$ cat src/rtl/ad_acq_window_pkg.sv
// Shared definitions for the trigger-gated ADC acquisition window.
package ad_acq_window_pkg;

  // Window controller states
  typedef enum logic [1:0] {
    ST_IDLE  = 2'd0,
    ST_DELAY = 2'd1,
    ST_ACQ   = 2'd2,
    ST_DONE  = 2'd3
  } acq_state_t;

  // Guard bits so a sum of 2^DEC_MAX_LOG2 full-scale samples cannot wrap
  localparam int ACC_EXTRA    = 3;
  localparam int DEC_MAX_LOG2 = 3;
  localparam int SUB_W        = DEC_MAX_LOG2 + 1;

  // Number of input samples folded into one output for a given exponent
  function automatic logic [SUB_W-1:0] dec_count(input logic [1:0] dec_log2);
    return SUB_W'(1) << dec_log2;
  endfunction

endpackage

$ cat src/rtl/ad_boxcar_avg.sv
// Boxcar averager: sums 2^dec_log2 samples, emits the truncated mean and
// restarts in the same cycle so back-to-back input never loses a sample.
module ad_boxcar_avg
  import ad_acq_window_pkg::*;
#(
  parameter int DW = 14
) (
  input  logic          clk,
  input  logic          rst,
  input  logic          clr,
  input  logic          en,
  input  logic [1:0]    dec_log2,
  input  logic [DW-1:0] din,
  output logic          fire,
  output logic [DW-1:0] dout,
  output logic          dout_en
);

  localparam int AW = DW + ACC_EXTRA;

  logic [AW-1:0]    acc_reg;
  logic [AW-1:0]    sum_next;
  logic [SUB_W-1:0] sub_reg;
  logic [SUB_W-1:0] sub_next;

  // Sum including the current sample; fire when this sample completes a group
  always_comb begin
    sum_next = acc_reg + AW'(din);
    sub_next = sub_reg + SUB_W'(1);
    fire     = en && !clr && (sub_next == dec_count(dec_log2));
  end

  // Accumulate, emit the average on group completion, clear wins over enable
  always_ff @(posedge clk or negedge rst) begin
    if (!rst) begin
      acc_reg <= '0;
      sub_reg <= '0;
      dout    <= '0;
      dout_en <= 1'b0;
    end else begin
      dout_en <= 1'b0;
      if (clr) begin
        acc_reg <= '0;
        sub_reg <= '0;
      end else if (en) begin
        if (fire) begin
          acc_reg <= '0;
          sub_reg <= '0;
          dout    <= DW'(sum_next >> dec_log2);
          dout_en <= 1'b1;
        end else begin
          acc_reg <= sum_next;
          sub_reg <= sub_next;
        end
      end
    end
  end

endmodule

$ cat src/rtl/ad_acq_window.sv
// Trigger-gated acquisition window: after a trigger, skip 'delay' input
// samples, then produce 'length' boxcar-averaged output samples.
module ad_acq_window
  import ad_acq_window_pkg::*;
#(
  parameter int DW = 14,
  parameter int CW = 16
) (
  input  logic          clk,
  input  logic          rst,
  input  logic [DW-1:0] din,
  input  logic          din_en,
  input  logic          trig,
  input  logic          abort,
  input  logic [CW-1:0] delay,
  input  logic [CW-1:0] length,
  input  logic [1:0]    dec_log2,
  output logic [DW-1:0] dout,
  output logic          dout_en,
  output logic          busy,
  output logic          done,
  output logic          retrig_err
);

  acq_state_t    state_reg;
  acq_state_t    state_next;
  logic [CW-1:0] dly_cnt_reg;
  logic [CW-1:0] out_cnt_reg;
  logic [CW-1:0] len_reg;
  logic [1:0]    dec_reg;
  logic          retrig_err_reg;
  logic          done_reg;

  logic trig_ok;
  logic trig_rejected;
  logic avg_en;
  logic avg_clr;
  logic avg_fire;
  logic last_out;

  // Trigger qualification and datapath controls; abort always dominates
  always_comb begin
    trig_ok       = trig && !abort && (state_reg == ST_IDLE);
    trig_rejected = trig && !abort && (state_reg != ST_IDLE);
    avg_en        = (state_reg == ST_ACQ) && din_en;
    avg_clr       = abort || trig_ok;
    last_out      = avg_fire && ((out_cnt_reg + CW'(1)) == len_reg);
  end

  // Next-state logic
  always_comb begin
    state_next = state_reg;
    unique case (state_reg)
      ST_IDLE: begin
        if (trig_ok) begin
          state_next = (length == '0) ? ST_DONE : ST_DELAY;
        end
      end
      ST_DELAY: begin
        // The sample present in the deciding cycle is dropped
        if (dly_cnt_reg == '0) begin
          state_next = ST_ACQ;
        end
      end
      ST_ACQ: begin
        if (last_out) begin
          state_next = ST_DONE;
        end
      end
      ST_DONE: begin
        state_next = ST_IDLE;
      end
      default: begin
        state_next = ST_IDLE;
      end
    endcase
    if (abort) begin
      state_next = ST_IDLE;
    end
  end

  // State register
  always_ff @(posedge clk or negedge rst) begin
    if (!rst) begin
      state_reg <= ST_IDLE;
    end else begin
      state_reg <= state_next;
    end
  end

  // Shadow copies of the window parameters, captured only on an accepted trigger
  always_ff @(posedge clk or negedge rst) begin
    if (!rst) begin
      len_reg <= '0;
      dec_reg <= '0;
    end else if (trig_ok) begin
      len_reg <= length;
      dec_reg <= dec_log2;
    end
  end

  // Delay counter: counts valid input samples down while in DELAY
  always_ff @(posedge clk or negedge rst) begin
    if (!rst) begin
      dly_cnt_reg <= '0;
    end else if (abort) begin
      dly_cnt_reg <= '0;
    end else if (trig_ok) begin
      dly_cnt_reg <= delay;
    end else if ((state_reg == ST_DELAY) && din_en && (dly_cnt_reg != '0)) begin
      dly_cnt_reg <= dly_cnt_reg - CW'(1);
    end
  end

  // Output counter: one step per averaged sample produced
  always_ff @(posedge clk or negedge rst) begin
    if (!rst) begin
      out_cnt_reg <= '0;
    end else if (avg_clr) begin
      out_cnt_reg <= '0;
    end else if (avg_fire) begin
      out_cnt_reg <= out_cnt_reg + CW'(1);
    end
  end

  // Sticky retrigger error and the registered end-of-window pulse
  always_ff @(posedge clk or negedge rst) begin
    if (!rst) begin
      retrig_err_reg <= 1'b0;
      done_reg       <= 1'b0;
    end else begin
      if (trig_rejected) begin
        retrig_err_reg <= 1'b1;
      end else if (trig_ok) begin
        retrig_err_reg <= 1'b0;
      end
      done_reg <= (state_reg == ST_DONE) && !abort;
    end
  end

  ad_boxcar_avg #(
    .DW (DW)
  ) u_avg (
    .clk      (clk),
    .rst      (rst),
    .clr      (avg_clr),
    .en       (avg_en),
    .dec_log2 (dec_reg),
    .din      (din),
    .fire     (avg_fire),
    .dout     (dout),
    .dout_en  (dout_en)
  );

  // busy stays up through the done pulse so it falls the cycle after done
  assign busy       = (state_reg != ST_IDLE) || done_reg;
  assign done       = done_reg;
  assign retrig_err = retrig_err_reg;

endmodule

$ cat config.mk
export PLATFORM = sky130hd
export DESIGN_NAME = ad_acq_window
export DESIGN_NICKNAME = d
export VERILOG_FILES = /design/src/rtl/ad_acq_window_pkg.sv /design/src/rtl/ad_boxcar_avg.sv /design/src/rtl/ad_acq_window.sv
export SDC_FILE = /design/constraint.sdc
export NUM_CORES = 1
export LEC_CHECK = 0
export CAP_MARGIN = 20
export CORE_MARGIN = 2
export CORE_UTILIZATION = 57
export CTS_CLUSTER_DIAMETER = 120
export DETAILED_ROUTE_END_ITERATION = 12
export PLACE_DENSITY = 0.89
export SKIP_CTS_REPAIR_TIMING = 1
export SYNTH_ARGS = -nofsm -noshare
export SYNTH_HDL_FRONTEND = slang
export SYNTH_SLANG_ARGS = --single-unit
export TNS_END_PERCENT = 5
$ cat constraint.sdc
create_clock -name clk -period 3.6 [get_ports clk]
set_clock_uncertainty 0.2 [all_clocks]
set_input_delay 0.54 -clock clk [delete_from_list [all_inputs] [get_ports clk]]
set_output_delay 0.54 -clock clk [all_outputs]
set_load 0.01 [all_outputs]
==> impl_metrics.json <==
{
  "power_mw": 3.81,
  "yosysUniqueCellTypes": 64,
  "grt_pass1_vias": 5345,
  "drt_iter0_markers": 396,
  "drc": 0,
  "synth_seq_area_share_pct": 39.3,
  "setup_tns_ns": 0,
  "min_from": "u_avg.dout[2]$_DFFE_PN0P_",
  "grt_max_degree": 47,
  "synth_ff_type": "dfrtp_1",
  "synth.cell_area_um2": 5730,
  "r2r_slack_ns": 0.46,
  "start_kind": "input pin",
  "yosys_warnings": 0,
  "hpwl_mm": 10.6,
  "layout.cells.non_filler": 876,
  "crit_fanout": 3,
  "drive_above_1_share_pct": 6.86,
  "cts_sinks": 90,
  "port_buffers": 70,
  "nets": 813,
  "hold_depth": 2,
  "dp_cells": 857,
  "synthToLayoutAreaGrowth_pct": 19.2,
  "netlist_top_cells_area": "dfrtp_1, nand2_1, o21ai_0",
  "placementRows": 36,
  "track_usage_pct": 27.7,
  "io_pins": 71,
  "synth_edf_count": 0,
  "powerDensity_nw_per_um2": 558,
  "max_slew.worst_pin.slew_ns": 0.627,
  "yosysTopAreaCell": "dfrtp_1",
  "syn_nets": 745,
  "required_ns": 3.70,
  "hold_slack_ns": 0.286,
  "cts-root-buf": "clkbuf_8",
  "grt_overflow": 0,
  "drv_slew": 0,
  "clock.fmax_mhz": 300,
  "period_share_pct": 92.6,
  "antenna_found_initial": 0,
  "clockBufferDepth": 2,
  "worstPathArrival_ns": 3.43,
  "dpl_cell_area_um2": 6580,
  "numCtsBuffers": 9,
  "min_period_ns": 3.33,
  "relSlewSlack_pct": 57.9,
  "setup_viol": 0,
  "hp-class": "flop to flop",
  "seq_area_um2": 2250,
  "clkLatencyLatePin_ns": 0.38,
  "r2r_start": "u_avg.acc_reg[0]$_DFFE_PN0P_",
  "netlist.area_leader.share_pct": 39.3,
  "die_y_um": 104,
  "globalplace.congestion": 0.914,
  "syn_area_per_cell_um2": 8.55,
  "wl_per_cell_um": 16.8,
  "start_util_pct": 58.6,
  "r2r_cells": 10,
  "hold_viol_final": 0,
  "maxCapViolations": 0,
  "netlist_instances": 670,
  "max-vdd-ir-drop_mv": 0.330,
  "cts.clk_slew.worst_paths_ns": 0.09,
  "dieArea_um2": 10900,
  "multi_input_area_um2": 3290,
  "coreArea_um2": 9770,
  "status": "complete, no violations",
  "grt_pass1_wl_mm": 24.6,
  "largest_reg_flops": 17,
  "grt_setup_unrepaired": "no",
  "design_area_um2": 6830,
  "firstDrtPassIters": 6,
  "ys_ff_latch": 90,
  "regToRegEndpoint": "u_avg.dout[6]$_DFFE_PN0P_",
  "n_antenna_cell": 0,
  "drt_wl_total_mm": 14.7,
  "htreeDepth": 3,
  "fillerInstances": 748,
  "viasPerCell": 6.25,
  "ant_nets": 0,
  "vias": 5479,
  "synth-async-reset-ratio_pct": 100,
  "worstSetupPathType": "input pin to flop",
  "leakagePower_nw": 3.03,
  "holdPathEnd": "u_avg.dout[2]$_DFFE_PN0P_",
  "endpoint_kind": "flop",
  "cts_tree": "done",
  "die_w_um": 104
}
-- worst max-delay path, cell delays in order --
cell             delay, ns
clkdlybuf4s50_1       0.40
ha_1                  0.23
fa_1                  0.43
a211oi_1              0.32
o21bai_1              0.17
a221oi_1              0.36
o21bai_1              0.14
xor2_1                0.26
mux2i_1               0.15
mux2_2                0.28
o21ai_0               0.14
-- power by group --
| part | internal (mW) | switching, mW | leakage [nW] |
|---|---|---|---|
| Combinational | 0.682 | 0.891 | 1.71 |
| Clock | 0.408 | 0.374 | 0.109 |
| Sequential | 1.23 | 0.230 | 1.21 |
| Total | 2.32 | 1.49 | 3.03 |
-- synthesized netlist by cell type (9+ instances only) --
cell type  count
a21oi_1       39
a22o_1        15
clkbuf_1      27
xnor2_1       21
xor2_1        19
inv_1         13
nor2_1        65
nor4_1        11
o21ai_0       64
ha_1          21
dfrtp_1       90
nor3_1        16
mux2i_1       11
a21o_1        11
nand2_1      116
and2_1         9
nand3_1       15
o31ai_1       11
-- logic make-up (layout without fill, tap and decap cells) --
| logic type | after synthesis | count (layout) | share of synthesized area (%) |
|---|---|---|---|
| xor gates and xnor gates | 40 | 40 | 6.11 |
| AOI/OAI and AO/OA | 186 | 186 | 21.5 |
| and+or+nand+nor | 269 | 269 | 21.4 |
| buffers and inverters | 46 | 119 | 3.30 |
| muxes | 17 | 17 | 3.49 |
| adders and majority gates | 22 | 22 | 4.94 |
| DFF | 90 | 90 | 39.3 |
-- layout make-up --
cell class	instances	share of cell area [%]
multi-input cells	534	48.2
well taps	133	2.44
clock inverters	5	1.14
inverters	15	0.898
repair buffers	88	12.3
flip-flops and latches	90	33.0
clock buffers	11	2.07
-- per-layer routing --
| metal | track usage (%) | vias up | wire length (um) |
|---|---|---|---|
| met5 | 0 | - | 0 |
| met2 | 48.9 | 250 | 7460 |
| met1 | 33.5 | 2648 | 5930 |
| met3 | 5.39 | 44 | 1030 |
| li1 | - | 2537 | - |
| met4 | 10.0 | 0 | 323 |
-- cell usage in the layout, fill, tap and decap left out, drive strengths merged, types with 14 or more instances in the layout --
| cell type | instances |
|---|---|
| xnor2 | 21 |
| buf | 18 |
| o21ai | 65 |
| nand2 | 117 |
| xor2 | 19 |
| nor2 | 65 |
| nand3 | 17 |
| ha | 21 |
| dfrtp | 90 |
| nor3 | 17 |
| inv | 14 |
| a22o | 15 |
| a21oi | 39 |
| clkdlybuf4s50 | 69 |
-- stage by stage --
step           setup slack (ns)  utilization (%)
5_1_grt                   0.127             69.9
2_1_floorplan             0.744                -
4_1_cts                   0.316             69.6
3_5_place_dp             0.0375             67.3
3_3_place_gp              0.126             67.3
6_report                  0.265             69.9
-- how the worst max path moves through the flow --
stage	start	end	cells after the start
after floorplan	din[3]	u_avg.dout[12]$_DFFE_PN0P_	9
after global placement	din[0]	u_avg.dout[12]$_DFFE_PN0P_	11
after detailed placement	din[0]	u_avg.dout[12]$_DFFE_PN0P_	11
after CTS	din[0]	u_avg.dout[6]$_DFFE_PN0P_	11
after global routing	din[0]	u_avg.dout[6]$_DFFE_PN0P_	11
final	din[0]	u_avg.dout[6]$_DFFE_PN0P_	11
Note: power is estimated with default switching activity, not from simulation.
